$ cat config.mk
export PLATFORM = sky130hd
export DESIGN_NAME = demux1to4_stream
export DESIGN_NICKNAME = d
export VERILOG_FILES = /design/src/rtl/lane_pkg.sv /design/src/rtl/demux_lane_slot.sv /design/src/rtl/demux1to4_stream.sv
export SDC_FILE = /design/constraint.sdc
export NUM_CORES = 1
export LEC_CHECK = 0
export CAP_MARGIN = 20
export CORE_ASPECT_RATIO = 1.2
export CORE_MARGIN = 2
export CORE_UTILIZATION = 49
export CTS_BUF_LIST = sky130_fd_sc_hd__clkbuf_4
export DETAILED_ROUTE_END_ITERATION = 10
export GPL_TIMING_DRIVEN = 1
export PLACE_DENSITY = 0.94
export SETUP_SLACK_MARGIN = 0.02
export SYNTH_ARGS = -nofsm -noshare
export SYNTH_HDL_FRONTEND = slang
export SYNTH_SLANG_ARGS = --single-unit
$ cat constraint.sdc
create_clock -name clk -period 2.1 [get_ports clk]
set_clock_uncertainty 0.1 [all_clocks]
set_input_delay 0.315 -clock clk [delete_from_list [all_inputs] [get_ports clk]]
set_output_delay 0.315 -clock clk [all_outputs]
set_load 0.01 [all_outputs]
$ cat src/rtl/lane_pkg.sv
// rtl/lane_pkg.sv - lane select mapping shared by the 1-to-4 demux and the 4-to-1 lane mux
package lane_pkg;

  // Select codes as seen on the wire; both ends of a link must agree on these
  localparam logic [1:0] SEL_A = 2'b01;
  localparam logic [1:0] SEL_B = 2'b00;
  localparam logic [1:0] SEL_C = 2'b10;
  localparam logic [1:0] SEL_D = 2'b11;

  // Physical lane index, used to address per-lane arrays
  typedef enum logic [1:0] {
    LANE_A = 2'd0,
    LANE_B = 2'd1,
    LANE_C = 2'd2,
    LANE_D = 2'd3
  } lane_e;

  function automatic lane_e sel_to_lane(input logic [1:0] sel);
    case (sel)
      SEL_A:   return LANE_A;
      SEL_B:   return LANE_B;
      SEL_C:   return LANE_C;
      default: return LANE_D;
    endcase
  endfunction

endpackage

$ cat src/rtl/demux_lane_slot.sv
// rtl/demux_lane_slot.sv - one-entry output register with delivered-word counter
module demux_lane_slot #(
  parameter int W     = 4,
  parameter int CNT_W = 8
) (
  input  logic             clk,
  input  logic             rst,
  input  logic             load,
  input  logic [W-1:0]     load_data,
  output logic [W-1:0]     out_data,
  output logic             out_valid,
  input  logic             out_ready,
  output logic             free,
  output logic [CNT_W-1:0] cnt
);

  logic [W-1:0]     r_data;
  logic             r_valid;
  logic [CNT_W-1:0] r_cnt;
  logic             w_drain;

  assign w_drain   = r_valid & out_ready;
  // Free when empty or being drained this cycle, so a refill can overlap the drain
  assign free      = ~r_valid | out_ready;
  assign out_data  = r_data;
  assign out_valid = r_valid;
  assign cnt       = r_cnt;

  // Slot contents: load wins over drain; data is left as-is on a plain drain
  always_ff @(posedge clk or posedge rst) begin
    if (rst) begin
      r_data  <= '0;
      r_valid <= 1'b0;
    end else if (load) begin
      r_data  <= load_data;
      r_valid <= 1'b1;
    end else if (w_drain) begin
      r_valid <= 1'b0;
    end
  end

  // Delivered-word counter, wraps naturally at 2^CNT_W
  always_ff @(posedge clk or posedge rst) begin
    if (rst) begin
      r_cnt <= '0;
    end else if (w_drain) begin
      r_cnt <= r_cnt + {{(CNT_W-1){1'b0}}, 1'b1};
    end
  end

endmodule

$ cat src/rtl/demux1to4_stream.sv
// rtl/demux1to4_stream.sv - registered 1-to-4 valid/ready stream demultiplexer
import lane_pkg::*;

module demux1to4_stream #(
  parameter int W     = 4,
  parameter int CNT_W = 8
) (
  input  logic             clk,
  input  logic             rst,
  input  logic [W-1:0]     in_data,
  input  logic [1:0]       in_sel,
  input  logic             in_valid,
  output logic             in_ready,
  output logic [W-1:0]     a_data,
  output logic [W-1:0]     b_data,
  output logic [W-1:0]     c_data,
  output logic [W-1:0]     d_data,
  output logic             a_valid,
  output logic             b_valid,
  output logic             c_valid,
  output logic             d_valid,
  input  logic             a_ready,
  input  logic             b_ready,
  input  logic             c_ready,
  input  logic             d_ready,
  output logic [CNT_W-1:0] a_cnt,
  output logic [CNT_W-1:0] b_cnt,
  output logic [CNT_W-1:0] c_cnt,
  output logic [CNT_W-1:0] d_cnt
);

  lane_e            w_lane;
  logic [3:0]       w_free;
  logic [3:0]       w_load;
  logic [3:0]       w_valid;
  logic [3:0]       w_ready;
  logic [W-1:0]     w_data [4];
  logic [CNT_W-1:0] w_cnt  [4];

  assign w_lane  = sel_to_lane(in_sel);
  // Only the selected lane's slot state reaches in_ready; in_valid never does
  assign in_ready = w_free[w_lane];
  assign w_ready  = {d_ready, c_ready, b_ready, a_ready};

  // One-hot load strobe toward the selected lane
  always_comb begin
    w_load         = '0;
    w_load[w_lane] = in_valid & in_ready;
  end

  for (genvar i = 0; i < 4; i++) begin : g_slot
    demux_lane_slot #(
      .W     (W),
      .CNT_W (CNT_W)
    ) u_slot (
      .clk       (clk),
      .rst       (rst),
      .load      (w_load[i]),
      .load_data (in_data),
      .out_data  (w_data[i]),
      .out_valid (w_valid[i]),
      .out_ready (w_ready[i]),
      .free      (w_free[i]),
      .cnt       (w_cnt[i])
    );
  end

  assign a_data  = w_data[LANE_A];
  assign b_data  = w_data[LANE_B];
  assign c_data  = w_data[LANE_C];
  assign d_data  = w_data[LANE_D];
  assign a_valid = w_valid[LANE_A];
  assign b_valid = w_valid[LANE_B];
  assign c_valid = w_valid[LANE_C];
  assign d_valid = w_valid[LANE_D];
  assign a_cnt   = w_cnt[LANE_A];
  assign b_cnt   = w_cnt[LANE_B];
  assign c_cnt   = w_cnt[LANE_C];
  assign d_cnt   = w_cnt[LANE_D];

endmodule
==> flow_metrics.py, run 1 <==
metrics = {
    "timing": {
        "fin_crit_sh": 0.972,
        "fmax_mhz": 490,
        "finalCriticalPeriod_ns": 2.04,
        "max-slew-margin-rel": 0.722,
        "slew_violations": 0,
        "grt_setup_unrepaired": "false",
        "tightest_slew_ns": 0.416,
        "setup_viol": 0,
        "hold_viol_final": 0,
    },
    "synthesis": {
        "yosysSeqAreaShare": 0.567,
        "synth-edff-count": 0,
        "synth_top_flop_cell": "dfrtp_1",
        "synth_top_cell_by_area": "dfrtp_1",
        "synthXorXnorAreaFrac": 0.107,
        "yosys-top-cells-area": "dfrtp_1 (57%), mux2_4 (7.9%), xnor2_1 (6.9%)",
        "syn_area_mm2": 0.00229,
        "synth_nets": 196,
        "synthMuxAreaShare": 0.132,
        "synth-simple-area-share": 0.108,
        "ys_ff_latch": 52,
        "synthTopCellsByCount": "dfrtp_1 (52), xnor2_1 (18), nand2_1 (13), nand3_1 (13), mux2_4 (12)",
        "ys_types": 22,
        "syn_inst": 174,
        "yosysWarnings": 0,
        "synthArstFlopShare": 1.00,
        "synth_top_family_by_area": "multiplexers",
        "synthDominantCellAreaShare": 0.567,
        "syn_avg_cell_area_um2": 13.2,
        "synth.most_common_cell": "dfrtp_1",
        "synth_adder_area_share": 0.0491,
        "synth_compound_area_frac": 0.0120,
    },
    "clock_network": {
        "path_clk_slew_ns": 0.14,
        "tritoncts": "yes",
        "clk_latency_ns": 0.36,
        "clock_path_buffers": 2,
        "cts_sinks": 52,
        "numCtsBuffers": 5,
        "cts_root_buffer": "clkbuf_4",
        "htree_levels": 2,
    },
    "critical_path": {
        "critical_path_buf_inv_count": 2,
        "slowest_stage": "mux4_2",
        "critical_path.top_delay_family": "buffers and inverters",
        "worstPathArrival_ns": 1.63,
        "start_kind": "input port",
        "critPathCaptureType": "primary output",
        "critPathRequiredTime_ns": 1.68,
        "cp_max_fo": 4,
        "critPathKind": "input port to primary output",
        "crit_chain": "clkdlybuf4s50_1 > nand2b_1 > mux4_2 > buf_6",
        "cpPeakStageDelay_ns": 0.50,
    },
    "placed_design": {
        "dp_cells": 307,
        "io_buffer_count": 65,
        "dp_hpwl_um": 3570,
        "gp_congestion": 0.790,
    },
    "routing": {
        "drtAntennaViolNets": 0,
        "drc": 0,
        "avgRoutedWirePerCell_um": 14.8,
        "vias_per_cell": 4.97,
        "num_vias": 1566,
        "routed_wl_um": 4670,
        "drtPass1Iterations": 4,
        "first_iter_violations": 41,
    },
    "run": {
        "maxCapViolCount": 0,
    },
    "min_path": {
        "hp-class": "input port to asynchronous set/reset pin",
    },
    "cells_and_area": {
        "fill_cells": 372,
        "final_core_util": 0.695,
        "synthToLayoutAreaGrowth_pct": 38.3,
        "antenna_cells": 0,
        "layout.cells.non_filler": 315,
        "final_net_count": 279,
        "final_layout_size_suffix_gt1_frac": 0.191,
    },
    "power_and_ir_drop": {
        "p_per_area_mw_per_mm2": 945,
        "peakVddDrop_mv": 0.668,
        "p_leak_nw": 1.47,
        "p_total_mw": 3.00,
    },
    "die": {
        "rows": 27,
        "core_mm2": 0.00456,
        "die-area_mm2": 0.00525,
        "die_x_um": 66.5,
        "die_h_um": 78.9,
        "io_pins": 66,
        "initial_core_util": 0.503,
    },
    "global_routing": {
        "grt_usage": 0.196,
        "use_met1": 0.251,
        "grt.overflow.total": 0,
        "first_global_vias": 1636,
        "use_met3": 0.0382,
        "grt_max_degree": 35,
        "grt_pass1_wl_um": 7850,
        "antenna_found_initial": 0,
        "met2_usage": 0.336,
        "grt_busiest_layer": "met2",
    },
    "status": {
        "outcome": "completed",
    },
}
==> metrics by stage <==
step                TNS (ns)  hold slack, ns  cell area, um^2  worst slack, ns
global placement       -7.75           0.361             3090           -0.524
detailed placement     -8.86           0.368             3090           -0.569
floorplan                  0           0.363             2290           0.0307
CTS                        0           0.144             3170           0.0621
global route               0           0.175             3170           0.0355
finish                     0           0.146             3170           0.0594
==> power by group <==
| part | switching, mW | internal [mW] | total [mW] |
|---|---|---|---|
| clock | 0.288 | 0.118 | 0.406 |
| combinational | 0.402 | 0.701 | 1.10 |
| sequential | 0.246 | 1.24 | 1.49 |
==> sequential cells by signal (all words and copies together), names as in the netlist <==
| name | count |
|---|---|
| g_slot.u_slot.cnt | 32 |
| g_slot.u_slot.out_data | 16 |
| g_slot.u_slot.out_valid | 4 |
==> cells by family (layout without fill, tap and decap cells) <==
logic type | Yosys count | after routing
AO/OA/AOI/OAI | 4 | 4
flip-flops | 52 | 52
AND/OR/NAND/NOR | 50 | 50
XOR/XNOR | 28 | 28
buffers and inverters | 9 | 92
multiplexers | 22 | 22
adder cells (fa/ha/maj) | 9 | 9
==> layout by cell type, fill, tap and decap left out, types with 2 or more instances in the layout <==
| cell | instances |
|---|---|
| a21o_1 | 3 |
| dlygate4sd2_1 | 2 |
| xnor2_1 | 18 |
| ha_1 | 8 |
| and2_1 | 2 |
| xor2_1 | 10 |
| and3_1 | 3 |
| nor2_1 | 7 |
| buf_4 | 13 |
| clkdlybuf4s50_1 | 62 |
| clkbuf_4 | 5 |
| nand2b_1 | 4 |
| inv_2 | 3 |
| clkinv_1 | 2 |
| inv_1 | 3 |
| nand2_1 | 13 |
| nand3_1 | 13 |
| nor3_1 | 2 |
| mux2_2 | 8 |
| dfrtp_1 | 52 |
| and3_4 | 3 |
| mux2_4 | 12 |
==> what timing repair did <==
action / CTS / global route
buffers inserted: 1 / 0
hold buffers: 0 / 0
resized for setup: 16 / 0
endpoints found under the setup margin: 15 / 0
==> final timing paths <==
kind,to,slack [ns],depth (start not counted),from
setup / recovery,in_ready,0.06,4,d_ready
hold / removal,g_slot[1].u_slot.cnt[0]$_DFFE_PP0P_,0.15,2,rst
setup reg to reg,g_slot[1].u_slot.out_data[0]$_DFFE_PP0P_,0.16,5,g_slot[1].u_slot.out_valid$_DFFE_PP0P_
hold reg to reg,g_slot[3].u_slot.cnt[7]$_DFFE_PP0P_,0.38,1,g_slot[3].u_slot.cnt[7]$_DFFE_PP0P_
max in group asynchronous,g_slot[2].u_slot.cnt[2]$_DFFE_PP0P_,1.23,3,rst
min in group clk,g_slot[3].u_slot.cnt[7]$_DFFE_PP0P_,0.38,1,g_slot[3].u_slot.cnt[7]$_DFFE_PP0P_
==> layer usage <==
layer | vias up | share of wire
met5 | - | 0
met4 | 0 | 0.012
met3 | 5 | 0.044
met2 | 42 | 0.52
met1 | 773 | 0.42
li1 | 746 | -
==> layout make-up <==
type / count / area, um^2 / area share
Clock inverter: 2 / 7.51 / 0.00237
Clock buffer: 5 / 37.5 / 0.0118
Sequential cell: 52 / 1300 / 0.410
Inverter: 6 / 22.5 / 0.00710
Timing Repair Buffer: 79 / 767 / 0.242
Multi-Input combinational cell: 113 / 963 / 0.304
Tap cell: 58 / 72.6 / 0.0229
No activity file was read; power rests on OpenSTA's default activity.
==> run 2, diff against run 1 <==
--- a/config.mk
+++ b/config.mk
@@ -9,3 +9,3 @@
 export CORE_ASPECT_RATIO = 1.2
-export CORE_MARGIN = 2
+export CORE_MARGIN = 4
 export CORE_UTILIZATION = 49
--- a/constraint.sdc
+++ b/constraint.sdc
@@ -4,2 +4,2 @@
 set_output_delay 0.315 -clock clk [all_outputs]
-set_load 0.01 [all_outputs]
+set_load 0.05 [all_outputs]
==> run 2 against run 1 <==
Highest routed layer unchanged. Register-to-register slack better by 0.03 ns. Die area up 11%. Largest cell class unchanged. Global-route usage down 2.1 points. Final area up 2.3%. Setup slack better by 0.018 ns. Core utilization up 1.6 points. Non-clock buffer count down 4.
==> flow_metrics.py, run 2 (synthesis results as in run 1) <==
metrics = {
    "routing": {
        "avgRoutedWirePerCell_um": 15.4,
        "drtPass1Iterations": 3,
        "drc": 0,
        "first_iter_violations": 88,
        "vias_per_cell": 5.02,
        "drtAntennaViolNets": 0,
        "routed_wl_um": 4800,
        "num_vias": 1565,
    },
    "clock_network": {
        "clk_latency_ns": 0.37,
        "cts_root_buffer": "clkbuf_4",
        "clock_path_buffers": 2,
        "cts_sinks": 52,
        "numCtsBuffers": 5,
        "path_clk_slew_ns": 0.15,
        "htree_levels": 2,
        "tritoncts": "yes",
    },
    "global_routing": {
        "grt.overflow.total": 0,
        "first_global_vias": 1649,
        "grt_pass1_wl_um": 8090,
        "grt_max_degree": 53,
        "antenna_found_initial": 0,
        "grt_usage": 0.174,
    },
    "die": {
        "io_pins": 66,
        "core_mm2": 0.00456,
        "die_h_um": 82.9,
        "initial_core_util": 0.503,
        "die_x_um": 70.5,
        "die-area_mm2": 0.00584,
        "rows": 27,
    },
    "critical_path": {
        "r2r_setup_slack_ns": 0.19,
        "critPathKind": "register to primary output",
        "start_kind": "register",
        "critical_path_buf_inv_count": 1,
        "critPathCaptureType": "primary output",
        "cp_max_fo": 3,
        "crit_chain": "clkdlybuf4s50_1",
        "slowest_stage": "clkdlybuf4s50_1",
        "reg2reg_from": "g_slot[3].u_slot.out_valid$_DFFE_PP0P_",
        "critical_path.top_delay_family": "buffers and inverters",
        "worstPathArrival_ns": 1.61,
        "critPathRequiredTime_ns": 1.68,
        "worstRegToRegCells": 5,
        "r2r-end": "g_slot[0].u_slot.out_data[0]$_DFFE_PP0P_",
        "cpPeakStageDelay_ns": 0.82,
    },
    "timing": {
        "finalCriticalPeriod_ns": 2.02,
        "slew_violations": 0,
        "setup_viol": 0,
        "grt_setup_unrepaired": "false",
        "max-slew-margin-rel": 0.644,
        "hold_viol_final": 0,
        "hold_ws_ns": 0.191,
        "fin_crit_sh": 0.963,
        "fmax_mhz": 494,
        "tightest_slew_ns": 0.533,
        "fin_ws_ns": 0.0775,
    },
    "placed_design": {
        "dp_hpwl_um": 3560,
        "io_buffer_count": 65,
        "pre_cts_ws_ns": -0.397,
        "placed_area_mm2": 0.00310,
        "gp_congestion": 0.750,
    },
    "cells_and_area": {
        "final_layout_size_suffix_gt1_frac": 0.217,
        "fill_cells": 328,
        "final_core_util": 0.712,
        "final_common_cell": "dfrtp_1",
        "antenna_cells": 0,
        "largest_register_ffs": 32,
        "layout_common_cells": "dfrtp_1 (48), clkdlybuf4s50_1 (34), dlymetal6s2s_1 (25)",
        "fin_area_mm2": 0.00325,
        "synthToLayoutAreaGrowth_pct": 41.5,
        "final_net_count": 275,
    },
    "run": {
        "maxCapViolCount": 0,
    },
    "status": {
        "outcome": "completed",
    },
    "power_and_ir_drop": {
        "p_per_area_mw_per_mm2": 1160,
        "peakVddDrop_mv": 0.880,
        "p_total_mw": 3.76,
        "p_leak_nw": 1.83,
    },
    "min_path": {
        "hp-class": "input port to asynchronous set/reset pin",
    },
}
==> run 2: timing repair <==
item,4_1_cts,5_1_grt
gates cloned,0,0
resized for setup,12,25
hold buffers,0,0
setup buffers,2,0
endpoints found under the setup margin,7,25
==> run 2: layout make-up <==
cell class / count / area, um^2 / share of cell area
clock inverters: 2 / 12.5 / 0.00386
well taps: 58 / 72.6 / 0.0224
clock buffers: 6 / 45.0 / 0.0139
flip-flops and latches: 52 / 1310 / 0.402
repair buffers: 75 / 803 / 0.247
multi-input cells: 113 / 978 / 0.301
inverters: 6 / 27.5 / 0.00848
==> run 2: per-stage QoR <==
step,instances,setup TNS (ns)
after floorplan,174,-0.299
after global placement,303,-5.33
after detailed placement,303,-6.34
after CTS,312,0
after global routing,312,0
final,312,0
==> run 2: worst max path at each step <==
| stage | from | end | slack [ns] | cells after the start |
|---|---|---|---|---|
| floorplan | g_slot[2].u_slot.out_valid$_DFFE_PP0P_ | g_slot[0].u_slot.out_data[0]$_DFFE_PP0P_ | -0.04 | 5 |
| global placement | in_sel[1] | in_ready | -0.35 | 6 |
| detailed placement | in_sel[0] | g_slot[0].u_slot.out_data[0]$_DFFE_PP0P_ | -0.40 | 6 |
| CTS | g_slot[3].u_slot.out_valid$_DFFE_PP0P_ | d_valid | 0.01 | 1 |
| global route | g_slot[2].u_slot.cnt[2]$_DFFE_PP0P_ | c_cnt[2] | 0.03 | 1 |
| finish | g_slot[2].u_slot.cnt[2]$_DFFE_PP0P_ | c_cnt[2] | 0.08 | 1 |
==> run 2: layer usage <==
metal | vias up | global-route usage | wire length (um)
met5 | - | 0 | 0
met3 | 10 | 0.0472 | 248
met1 | 777 | 0.227 | 2010
met4 | 0 | 0.0592 | 95
li1 | 735 | - | -
met2 | 43 | 0.280 | 2440
==> run 2: power by group <==
| part | total (mW) | switching (mW) | leakage (nW) | internal (mW) |
|---|---|---|---|---|
| Combinational | 1.84 | 1.16 | 1.14 | 0.677 |
| Sequential | 1.48 | 0.235 | 0.656 | 1.24 |
| Clock | 0.444 | 0.302 | 0.0317 | 0.143 |
| Total | 3.76 | 1.70 | 1.83 | 2.06 |
==> run 3, diff against run 2 <==
clock period = 2 ns   (was 2.1 ns; I/O delays follow)
==> run 3 against run 2 <==
Sequential power up 5%. Via count down 0.45%. Clock power up 27%. Die area unchanged. Critical path type is now input port to primary output. Power up 4.7%.
==> flow_metrics.py, run 3 (synthesis results as in run 1) <==
metrics = {
    "critical_path": {
        "critPathCaptureType": "primary output",
        "reg2reg_from": "g_slot[3].u_slot.out_valid$_DFFE_PP0P_",
        "start_kind": "input port",
        "worstPathArrival_ns": 1.58,
        "cp_max_fo": 2,
        "critPathRequiredTime_ns": 1.60,
        "worstRegToRegCells": 5,
        "setup.worst_path.start": "d_ready",
        "critPathKind": "input port to primary output",
    },
    "clock_network": {
        "path_clk_slew_ns": 0.13,
        "cts_hold_buf": 0,
        "numCtsBuffers": 5,
        "cts_sinks": 52,
        "htree_levels": 2,
        "clk_latency_ns": 0.36,
        "cts_root_buffer": "clkbuf_4",
        "clock_path_buffers": 2,
        "tritoncts": "yes",
    },
    "cells_and_area": {
        "fin_area_mm2": 0.00323,
        "layout_common_cells": "dfrtp_1 (48), dlygate4sd2_1 (37), xnor2_1 (18)",
        "final_common_cell": "dfrtp_1",
        "final_net_count": 281,
        "final_layout_size_suffix_gt1_frac": 0.231,
        "synthToLayoutAreaGrowth_pct": 40.8,
        "antenna_cells": 0,
        "largest_register_ffs": 32,
    },
    "routing": {
        "drtPass1Iterations": 4,
        "drc": 0,
        "num_vias": 1558,
        "vias_per_cell": 4.90,
        "routed_wl_um": 4520,
        "avgRoutedWirePerCell_um": 14.2,
        "first_iter_violations": 78,
        "drtAntennaViolNets": 0,
    },
    "power_and_ir_drop": {
        "p_leak_nw": 1.78,
        "peakVddDrop_mv": 0.910,
        "p_total_mw": 3.94,
        "p_per_area_mw_per_mm2": 1220,
    },
    "min_path": {
        "hp-class": "input port to asynchronous set/reset pin",
    },
    "timing": {
        "slew_violations": 0,
        "fmax_mhz": 506,
        "finalSetupTns_ns": 0,
        "max-slew-margin-rel": 0.658,
        "setup_viol": 0,
        "grt_setup_unrepaired": "true",
        "tightest_slew_ns": 0.512,
        "finalCriticalPeriod_ns": 1.98,
        "fin_crit_sh": 0.988,
        "hold_viol_final": 0,
    },
    "die": {
        "core_mm2": 0.00456,
        "initial_core_util": 0.503,
        "die_x_um": 70.5,
        "rows": 27,
        "die-area_mm2": 0.00584,
        "die_h_um": 82.9,
        "io_pins": 66,
    },
    "run": {
        "maxCapViolCount": 0,
    },
    "global_routing": {
        "first_global_vias": 1610,
        "grt_pass1_wl_um": 7600,
        "grt.overflow.total": 0,
        "grt_max_degree": 53,
        "antenna_found_initial": 0,
        "grt_usage": 0.164,
    },
    "status": {
        "outcome": "completed",
    },
    "placed_design": {
        "gp_congestion": 0.733,
        "placed_area_mm2": 0.00313,
        "dp_hpwl_um": 3460,
        "io_buffer_count": 65,
    },
}
==> run 3: stage by stage <==
stage / setup slack (ns) / std cells / hold WS (ns) / utilization
finish: 0.0239 / 318 / 0.177 / 0.708
global route: -0.0181 / 318 / 0.187 / 0.708
CTS: -0.0758 / 317 / 0.179 / 0.697
detailed placement: -0.416 / 308 / 0.365 / 0.685
global placement: -0.387 / 308 / 0.360 / 0.685
floorplan: -0.139 / 174 / 0.348 / -
==> run 3: layout make-up <==
class,count,area [um^2]
timing repair buffer,81,774
sequential,52,1310
clock buffer,5,37.5
inverter,6,22.5
multi-input combinational,113,978
clock inverter,3,37.5
tap,58,72.6
fill,353,1330
==> run 3: what timing repair did <==
action	4_1_cts	5_1_grt
buffers inserted	1	2
setup endpoints to repair	48	16
resized for setup	40	16
==> run 3: critical path, cell delays in order <==
cell	delay [ns]
clkdlybuf4s50_1	0.43
nand2b_4	0.16
mux4_2	0.51
buf_8	0.18
==> run 3: layer usage <==
| metal | vias to the layer above | part of all wire | global-route usage |
|---|---|---|---|
| met1 | 761 | 0.43 | 0.202 |
| met2 | 41 | 0.51 | 0.272 |
| met3 | 6 | 0.050 | 0.0460 |
| li1 | 750 | - | - |
| met4 | 0 | 0.011 | 0.0592 |
| met5 | - | 0 | 0 |
==> run 3: path summary, 6_finish.rpt <==
check	slack, ns	endpoint
setup / recovery	0.02	in_ready
hold / removal	0.18	g_slot[1].u_slot.cnt[6]$_DFFE_PP0P_
setup reg to reg	0.13	g_slot[0].u_slot.out_data[2]$_DFFE_PP0P_
hold reg to reg	0.38	g_slot[1].u_slot.cnt[7]$_DFFE_PP0P_
max in group asynchronous	1.36	g_slot[2].u_slot.out_valid$_DFFE_PP0P_
min in group clk	0.30	g_slot[2].u_slot.cnt[2]$_DFFE_PP0P_
==> run 3: where the power goes <==
part           switching, mW  internal, mW
registers              0.246          1.31
clock network          0.310         0.256
logic                   1.22         0.604
total                   1.77          2.17
